### src/rtl/asfifo_defs.sv
// asfifo_defs: shared definitions for the async-FIFO pointer logic.
//   ASFIFO_MODE_RD / ASFIFO_MODE_WR : side selector for asfifo_ptrgen.
//   bin2gray / gray2bin             : code conversion on a zero-extended
//                                     word; any pointer up to ASFIFO_MAXW
//                                     bits converts correctly because the
//                                     unused upper bits stay zero.
package asfifo_defs;

  localparam int ASFIFO_MODE_RD = 0;
  localparam int ASFIFO_MODE_WR = 1;

  localparam int unsigned ASFIFO_MAXW = 16;

  typedef logic [ASFIFO_MAXW-1:0] asfifo_word_t;

  function automatic asfifo_word_t bin2gray(input asfifo_word_t b);
    return b ^ (b >> 1);
  endfunction

  // XOR prefix from the MSB down.
  function automatic asfifo_word_t gray2bin(input asfifo_word_t g);
    asfifo_word_t b;
    b[ASFIFO_MAXW-1] = g[ASFIFO_MAXW-1];
    for (int unsigned i = 1; i < ASFIFO_MAXW; i++) begin
      b[ASFIFO_MAXW-1-i] = b[ASFIFO_MAXW-i] ^ g[ASFIFO_MAXW-1-i];
    end
    return b;
  endfunction

endpackage

### src/rtl/asfifo_sync.sv
// asfifo_sync: multi-flop synchroniser for a Gray-coded bus.
//   clk, rst : destination clock, async active-high reset (clears all stages)
//   d_i      : unsynchronised input bus
//   q_o      : output of the last stage
module asfifo_sync #(
  parameter int unsigned width  = 5,
  parameter int unsigned stages = 2
) (
  input  logic             clk,
  input  logic             rst,
  input  logic [width-1:0] d_i,
  output logic [width-1:0] q_o
);

  logic [width-1:0] stage_q [stages];

  always_ff @(posedge clk or posedge rst) begin
    if (rst) begin
      for (int unsigned i = 0; i < stages; i++) stage_q[i] <= '0;
    end else begin
      stage_q[0] <= d_i;
      for (int unsigned i = 1; i < stages; i++) stage_q[i] <= stage_q[i-1];
    end
  end

  assign q_o = stage_q[stages-1];

endmodule

### src/rtl/asfifo_ptrgen.sv
// asfifo_ptrgen: pointer and flag generator for one side of an async FIFO.
//   mode 0 = read side (flag = empty), mode 1 = write side (flag = full).
//   clk, rst    : side clock, async active-high reset
//   ce          : advance request; ignored while flag is set
//   gray_remote : opposite-domain Gray pointer (unsynchronised)
//   gray_ptr    : local Gray pointer for export
//   addr        : binary RAM address
//   flag        : empty / full
//   almost      : almost-empty / almost-full
//   level       : occupancy as seen from this side, 0..2^depth_log2
module asfifo_ptrgen
  import asfifo_defs::*;
#(
  parameter int unsigned depth_log2  = 4,
  parameter int          mode        = ASFIFO_MODE_RD,
  parameter int unsigned sync_stages = 2,
  parameter int unsigned threshold   = 2
) (
  input  logic                  clk,
  input  logic                  rst,
  input  logic                  ce,
  input  logic [depth_log2:0]   gray_remote,
  output logic [depth_log2:0]   gray_ptr,
  output logic [depth_log2-1:0] addr,
  output logic                  flag,
  output logic                  almost,
  output logic [depth_log2:0]   level
);

  localparam int unsigned W = depth_log2 + 1;
  localparam logic [W-1:0] ALMOST_EMPTY_AT = W'(threshold);
  localparam logic [W-1:0] ALMOST_FULL_AT  = W'((2 ** depth_log2) - threshold);
  localparam logic         FLAG_RST        = (mode == ASFIFO_MODE_RD);

  logic [W-1:0]            b_q, b_d;
  logic [W-1:0]            gray_q, g_d;
  logic [depth_log2-1:0]   addr_q;
  logic                    flag_q, flag_d;
  logic                    almost_q, almost_d;
  logic [W-1:0]            level_q, lvl_d;
  logic [W-1:0]            rs, rb, rs_full;
  logic                    adv;

  asfifo_sync #(
    .width  (W),
    .stages (sync_stages)
  ) u_sync (
    .clk (clk),
    .rst (rst),
    .d_i (gray_remote),
    .q_o (rs)
  );

  always_comb begin
    adv     = ce & ~flag_q;
    b_d     = b_q + W'(adv);
    g_d     = W'(bin2gray(asfifo_word_t'(b_d)));
    rb      = W'(gray2bin(asfifo_word_t'(rs)));
    // Full when the local pointer is exactly one lap ahead: top two Gray
    // bits inverted, the rest equal.
    rs_full = {~rs[W-1:W-2], rs[W-3:0]};
    if (mode == ASFIFO_MODE_RD) begin
      flag_d   = (g_d == rs);
      lvl_d    = rb - b_d;
      almost_d = (lvl_d <= ALMOST_EMPTY_AT);
    end else begin
      flag_d   = (g_d == rs_full);
      lvl_d    = b_d - rb;
      almost_d = (lvl_d >= ALMOST_FULL_AT);
    end
  end

  always_ff @(posedge clk or posedge rst) begin
    if (rst) begin
      b_q      <= '0;
      gray_q   <= '0;
      addr_q   <= '0;
      level_q  <= '0;
      flag_q   <= FLAG_RST;
      almost_q <= FLAG_RST;
    end else begin
      b_q      <= b_d;
      gray_q   <= g_d;
      addr_q   <= b_d[depth_log2-1:0];
      level_q  <= lvl_d;
      flag_q   <= flag_d;
      almost_q <= almost_d;
    end
  end

  assign gray_ptr = gray_q;
  assign addr     = addr_q;
  assign flag     = flag_q;
  assign almost   = almost_q;
  assign level    = level_q;

endmodule

### config.mk
export PLATFORM = sky130hd
export DESIGN_NAME = asfifo_ptrgen
export DESIGN_NICKNAME = d
export VERILOG_FILES = /design/src/rtl/asfifo_defs.sv /design/src/rtl/asfifo_sync.sv /design/src/rtl/asfifo_ptrgen.sv
export SDC_FILE = /design/constraint.sdc
export NUM_CORES = 1
export LEC_CHECK = 0
export CORE_MARGIN = 5
export CORE_UTILIZATION = 43
export CTS_BUF_LIST = sky130_fd_sc_hd__clkbuf_4
export DETAILED_ROUTE_END_ITERATION = 16
export PLACE_DENSITY = 0.67
export SYNTH_ARGS = -nofsm -noshare
export SYNTH_HDL_FRONTEND = slang
export SYNTH_SLANG_ARGS = --single-unit
### constraint.sdc
create_clock -name clk -period 3.95 [get_ports clk]
set_clock_uncertainty 0.1 [all_clocks]
set_input_delay 0.79 -clock clk [delete_from_list [all_inputs] [get_ports clk]]
set_output_delay 0.79 -clock clk [all_outputs]
set_load 0.05 [all_outputs]
==> summary.md, run 1 <==
| Metric | Value |
|---|---|
| Area grow syn2layout | 27.4% |
| Pre-CTS setup slack | 708 ps |
| Drt total wl | 1690 µm |
| Buffers on Ports | 23 |
| Vias in the first global route | 656 |
| Crit path max fanout | 4 |
| Period minus WS final | 2900 ps |
| Global-route wire length before repair | 2970 µm |
| Routability cong. | 0.815 |
| Finish-stage setup viols | 0 |
| Cts-stage hold buffer count | 0 |
| Status | finished clean |
| N_diodes | 0 |
| Setup Fix Bufs, Post-CTS | 0 |
| Avg Cell Area, Syn | 13.2 µm² |
| Mapped Area | 1100 µm² |
| Total track usage | 10.9% |
| CP required | 4090 ps |
| Final Hold Viols | 0 |
| Fin worst setup slack | 1050 ps |
| Crit. End Element | flip-flop |
| Setup TNS | 0 ps |
| Crit Path Class | in2reg |
| Area occupied by registers | 653 µm² |
| Via-to-Cell Ratio | 4.77 |
| Synth top area share | 54.7% |
| Share of cells above drive strength 1 | 7.21% |
| Post-route ant nets | 0 |
| Dominant cell by count in the synthesized netlist | dfrtp_1 |
| Clock latency at the later pin of the worst-skew pair | 310 ps |
| Data arrival time of the worst path | 3050 ps |
| Hold Startpoint | u_sync.stage_q[7] |
| CP startpoint | ce |
| Met1 GRT Util | 14.1% |
| Synth area leader | dfrtp_1 |
| CTS tree | done |
| Area of the core | 2450 µm² |
| Die area | 3670 µm² |
| Max H-tree Level | 1 |
| Syn_nets | 98 |
| Die Ht | 60.5 µm |
| Final Max Tran Viols | 0 |
| Cts bufs inserted | 3 |
| Period utilisation layout | 73.5% |
| GR Util met3 | 2.34% |
| Initial antenna violation count | 0 |
| Reg clk slew, reported paths | 130 ps |
| Layout filler cell count | 208 |
| CTS root buf | clkbuf_4 |
| Drt drc | 0 |
| Slew headroom | 37.9% |
| Placement Rows | 18 |
| Grt ovf | 0 |
| Fraction of registers with async set/reset | 100% |
| Met2 Track Usage GR | 17.7% |
| Drt first pass iters | 4 |
| RR Startpoint | u_sync.q_o[4] |
| Ys flop type | dfrtp_1 |
| Die Width | 60.5 µm |
| Clock Path Buffers | 2 |
| Syn. warnings | 0 |
| Worst slew pin tran | 931 ps |
| Sequential area share after synthesis | 59.5% |
| Final core utilization | 57.0% |
| #FFs+latches synth | 26 |
| CTS resizes | 0 |
| HP Class | reg2reg |
| Initial Utilization | 44.8% |
| Largest cells by area after synthesis | dfrtp_1, xor2_1, ha_1, xnor2_1, dfstp_2 |
| MaxCap Viol Count | 0 |
| Synth top cells by count | dfrtp_1, xor2_1, xnor2_1 |
| Hpwl dp | 1320 µm |
| Final net count | 127 |
| Post-synth EDFFs | 0 |
| Unrepaired setup endpoints after global routing | no |
| GR peak layer | met2 |
| Post-Syn Instances | 83 |
| DR vias | 673 |
| DP Area | 1370 µm² |
| Boundary Pins | 24 |
| Synth cell types | 22 |
| Clock Sinks | 26 |
| Area of the multi-input gates | 419 µm² |
| Critical path startpoint category | input pin |
| First DRT Iteration DRCs | 8 |
| WL/cell | 12.0 µm |
| Post-layout instance area | 1400 µm² |
| Pin count of the biggest net entering global routing | 27 |
| Achievable Freq | 0.344 GHz |
## cells in the final DEF (no fill, tap or decap), drive strengths merged
cell type      count
a21oi              3
fa                 1
xnor2              8
nor2               2
nand3b             1
nand3              2
inv                7
o21ai              1
and3               1
o211ai             1
buf                1
clkdlybuf4s50     23
dfrtp             24
ha                 6
clkinv             1
nor2b              1
nor4               1
nand2              5
xor2              12
a31oi              1
clkbuf             3
o22a               1
nor3               2
xnor3              1
dfstp              2
## state kept, by name, indices dropped and copies added (netlist names)
signal and flops:
almost 1, b_q 5, flag 1, gray_ptr 4, level 5, u_sync.q_o 5, u_sync.stage_q 5
## layer usage
layer,share of wire [%],vias up
met5,0,-
met4,0.59,0
li1,-,322
met2,49,21
met3,6.4,2
met1,44,328
## final cells by class
| cell class | count | area share (%) |
|---|---|---|
| multi-input combinational | 50 | 29.9 |
| tap | 30 | 2.68 |
| timing repair buffer | 24 | 17.0 |
| inverter | 7 | 1.88 |
| clock buffer | 3 | 1.61 |
| clock inverter | 1 | 0.268 |
| sequential | 26 | 46.6 |
## kinds of logic (layout without fill, tap and decap cells)
kind of cell    count (synthesis)  in the layout  share of synthesized area [%]
flops                          26             26                           59.5
xor+xnor                       21             21                           18.7
simple gates                   15             15                           6.61
fa+ha+maj                       7              7                           8.66
compound gates                  7              7                           4.21
buf+inv                         7             35                           2.39
## metrics by stage
stage,hold slack [ps],cells
6_report,262,141
5_1_grt,275,141
4_1_cts,267,141
3_5_place_dp,236,137
3_3_place_gp,233,137
2_1_floorplan,231,83
## worst max-delay path, cell delays in order
cell,delay (ps)
clkdlybuf4s50_1,390
nor2b_1,130
ha_1,200
ha_1,210
xnor2_1,280
ha_1,330
a21oi_1,140
nand2_1,100
xor2_1,150
o22a_1,190
nor3_1,130
## path summary, 6_finish.rpt
check / endpoint / slack (ps) / depth (start not counted)
max: almost / 1050 / 11
min: u_sync.q_o[2] / 260 / 0
max reg2reg: almost / 1220 / 11
min reg2reg: u_sync.q_o[2] / 260 / 0
max in group asynchronous: b_q[4] / 2320 / 2
min in group asynchronous: level[4] / 870 / 2
Power of run 1 is not shown: default switching activity piles up to over one toggle a cycle in this logic, so the estimate is an artifact.
==> inputs of run 2 (changes only) <==
clock period = 2.9 ns   (was 3.95 ns; I/O delays follow)
==> run 2 against run 1 <==
  * Clock-buffer cell count unchanged
  * Utilization is 1.7 points higher
  * Hold slack improved by 1.8 ps
  * Via count is 3.6% higher
  * Non-clock buffer count grew 6
  * Sequential share of layout area down 1.3 points
  * Final area rose by 2.9%
  * Highest routed layer unchanged
==> summary.md, run 2 (synthesized netlist as in run 1, its figures left out) <==
| Metric | Value |
|---|---|
| Buffers on Ports | 23 (unchanged) |
| Post-layout instance area | 1440 µm² (was 1400 µm²) |
| Share of cells above drive strength 1 | 12.1% (was 7.21%) |
| Die Width | 60.5 µm (unchanged) |
| Vias in the first global route | 705 (was 656) |
| Clock latency at the later pin of the worst-skew pair | 310 ps (about the same) |
| WP buf/inv | 1 (unchanged) |
| Critical path startpoint category | input pin (unchanged) |
| CTS root buf | clkbuf_4 (unchanged) |
| Crit. End Element | flip-flop (unchanged) |
| Drt total wl | 1790 µm (was 1690 µm) |
| RR Startpoint | u_sync.q_o[4] (unchanged) |
| Status | finished clean (unchanged) |
| Area occupied by registers | 653 µm² (unchanged) |
| WL/cell | 12.2 µm (was 12.0 µm) |
| Layout filler cell count | 200 (was 208) |
| Hpwl dp | 1440 µm (was 1320 µm) |
| DP Area | 1420 µm² (was 1370 µm²) |
| HP Class | reg2reg (unchanged) |
| Data arrival time of the worst path | 2770 ps (was 3050 ps) |
| CP required | 3040 ps (was 4090 ps) |
| Drt first pass iters | 2 (was 4) |
| Total track usage | 10.7% (was 10.9%) |
| Period minus WS final | 2630 ps |
| Placement Rows | 18 (unchanged) |
| Slew headroom | 66.3% (was 37.9%) |
| Unrepaired setup endpoints after global routing | no (unchanged) |
| Die Ht | 60.5 µm (unchanged) |
| Final Hold Viols | 0 (unchanged) |
| R2R Setup Slk | 270 ps (was 1220 ps) |
| Clock Sinks | 26 (unchanged) |
| CTS tree | done (unchanged) |
| Final net count | 133 (was 127) |
| Final Max Tran Viols | 0 (unchanged) |
| Setup TNS | 0 ps (unchanged) |
| Initial Utilization | 44.8% (unchanged) |
| DR vias | 697 (was 673) |
| N_diodes | 0 (unchanged) |
| Commonest non-fill, non-tap cell in the layout | dfrtp_1 (unchanged) |
| Grt ovf | 0 (unchanged) |
| Initial antenna violation count | 0 (unchanged) |
| Clock Path Buffers | 2 (unchanged) |
| Slowest CP cell | clkdlybuf4s50_1 (unchanged) |
| Worst r2r dst | almost (unchanged) |
| MaxCap Viol Count | 0 (unchanged) |
| Cts bufs inserted | 3 (unchanged) |
| Most used cell, CP | ha_1 (unchanged) |
| Die area | 3670 µm² (unchanged) |
| Reg clk slew, reported paths | 120 ps (was 130 ps) |
| Crit Path Class | in2reg (unchanged) |
| First DRT Iteration DRCs | 13 (was 8) |
| Hold EP | u_sync.q_o[3] (was u_sync.q_o[2]) |
| Finish-stage setup viols | 0 (unchanged) |
| Routability cong. | 0.816 (was 0.815) |
| Max H-tree Level | 1 (unchanged) |
| Drt drc | 0 (unchanged) |
| Worst slew pin tran | 503 ps (was 931 ps) |
| Via-to-Cell Ratio | 4.77 (about the same) |
| Achievable Freq | 0.380 GHz |
| Most frequent cells in the layout | dfrtp_1, clkdlybuf4s50_1, xor2_1 (unchanged) |
| Hold Startpoint | u_sync.stage_q[8] (was u_sync.stage_q[7]) |
| Area of the multi-input gates | 419 µm² (unchanged) |
| CP top delay family | adder cells (unchanged) |
| Worst path cell trace | clkdlybuf4s50_1 -> nor2b_1 -> ha_1 -> ha_1 -> xnor2_1 -> ha_1 -> a21oi_1 -> nand2_1 -> xor2_1 -> o22a_1 -> nor3_1 (unchanged) |
| Crit path max fanout | 3 (was 4) |
| Global-route wire length before repair | 2880 µm (was 2970 µm) |
| Boundary Pins | 24 (unchanged) |
| Period utilisation layout | 90.8% |
| CTS resizes | 0 (unchanged) |
| CP max stage delay | 400 ps (was 390 ps) |
| Cts-stage hold buffer count | 0 (unchanged) |
| FF-to-FF path depth | 11 (unchanged) |
| Area of the core | 2450 µm² (unchanged) |
| Pin count of the biggest net entering global routing | 27 (unchanged) |
| Post-route ant nets | 0 (unchanged) |
| Setup Fix Bufs, Post-CTS | 0 (unchanged) |
| Hold path depth | 0 (unchanged) |
| Area grow syn2layout | 31.2% (was 27.4%) |
## run 2: cell types whose count changed in the layout (fill, tap and decap cells not counted)
cell | before | now
clkinv_1 | 1 | 0
buf_4 | 1 | 7
## run 2: worst max path at each step
stage	from	to	slack (ps)	cells past startpoint
after detailed placement	ce	almost	-60	11
after global routing	u_sync.q_o[4]	almost	70	11
after CTS	ce	almost	250	11
final	ce	almost	270	11
after global placement	ce	almost	30	11
after floorplan	flag	almost	330	10
## run 2: final cells by class
class / instances / area share, %
tap: 30 / 2.60
multi-input combinational: 50 / 29.1
timing repair buffer: 30 / 19.6
inverter: 7 / 1.82
clock buffer: 3 / 1.56
sequential: 26 / 45.3
## run 2: stage by stage
step                      cells  hold WS, ps  util, %  setup WS, ps
after floorplan              83          231        -           334
after global placement      143          233     57.8          26.1
after detailed placement    143          237     57.8         -58.2
after CTS                   146          266     58.7           251
after global routing        146          276     58.7          71.8
final                       146          264     58.7           268
## run 2: worst reg2reg max path, delay by kind of cell (launching register included)
kind	cells	cell delay, ps
AND/OR/NAND/NOR	2	280
flip-flops	1	430
XOR/XNOR	5	1060
buffers and inverters	1	60
AO/OA/AOI/OAI	1	50
adder cells (fa/ha/maj)	2	590
## run 2: per-layer routing
metal / part of all wire [%] / global-route usage (%)
met1: 41 / 11.4
met2: 51 / 20.2
met3: 6.2 / 2.34
met4: 1.6 / 4.64
met5: 0 / 0
Power of run 2 is left out for the same reason.
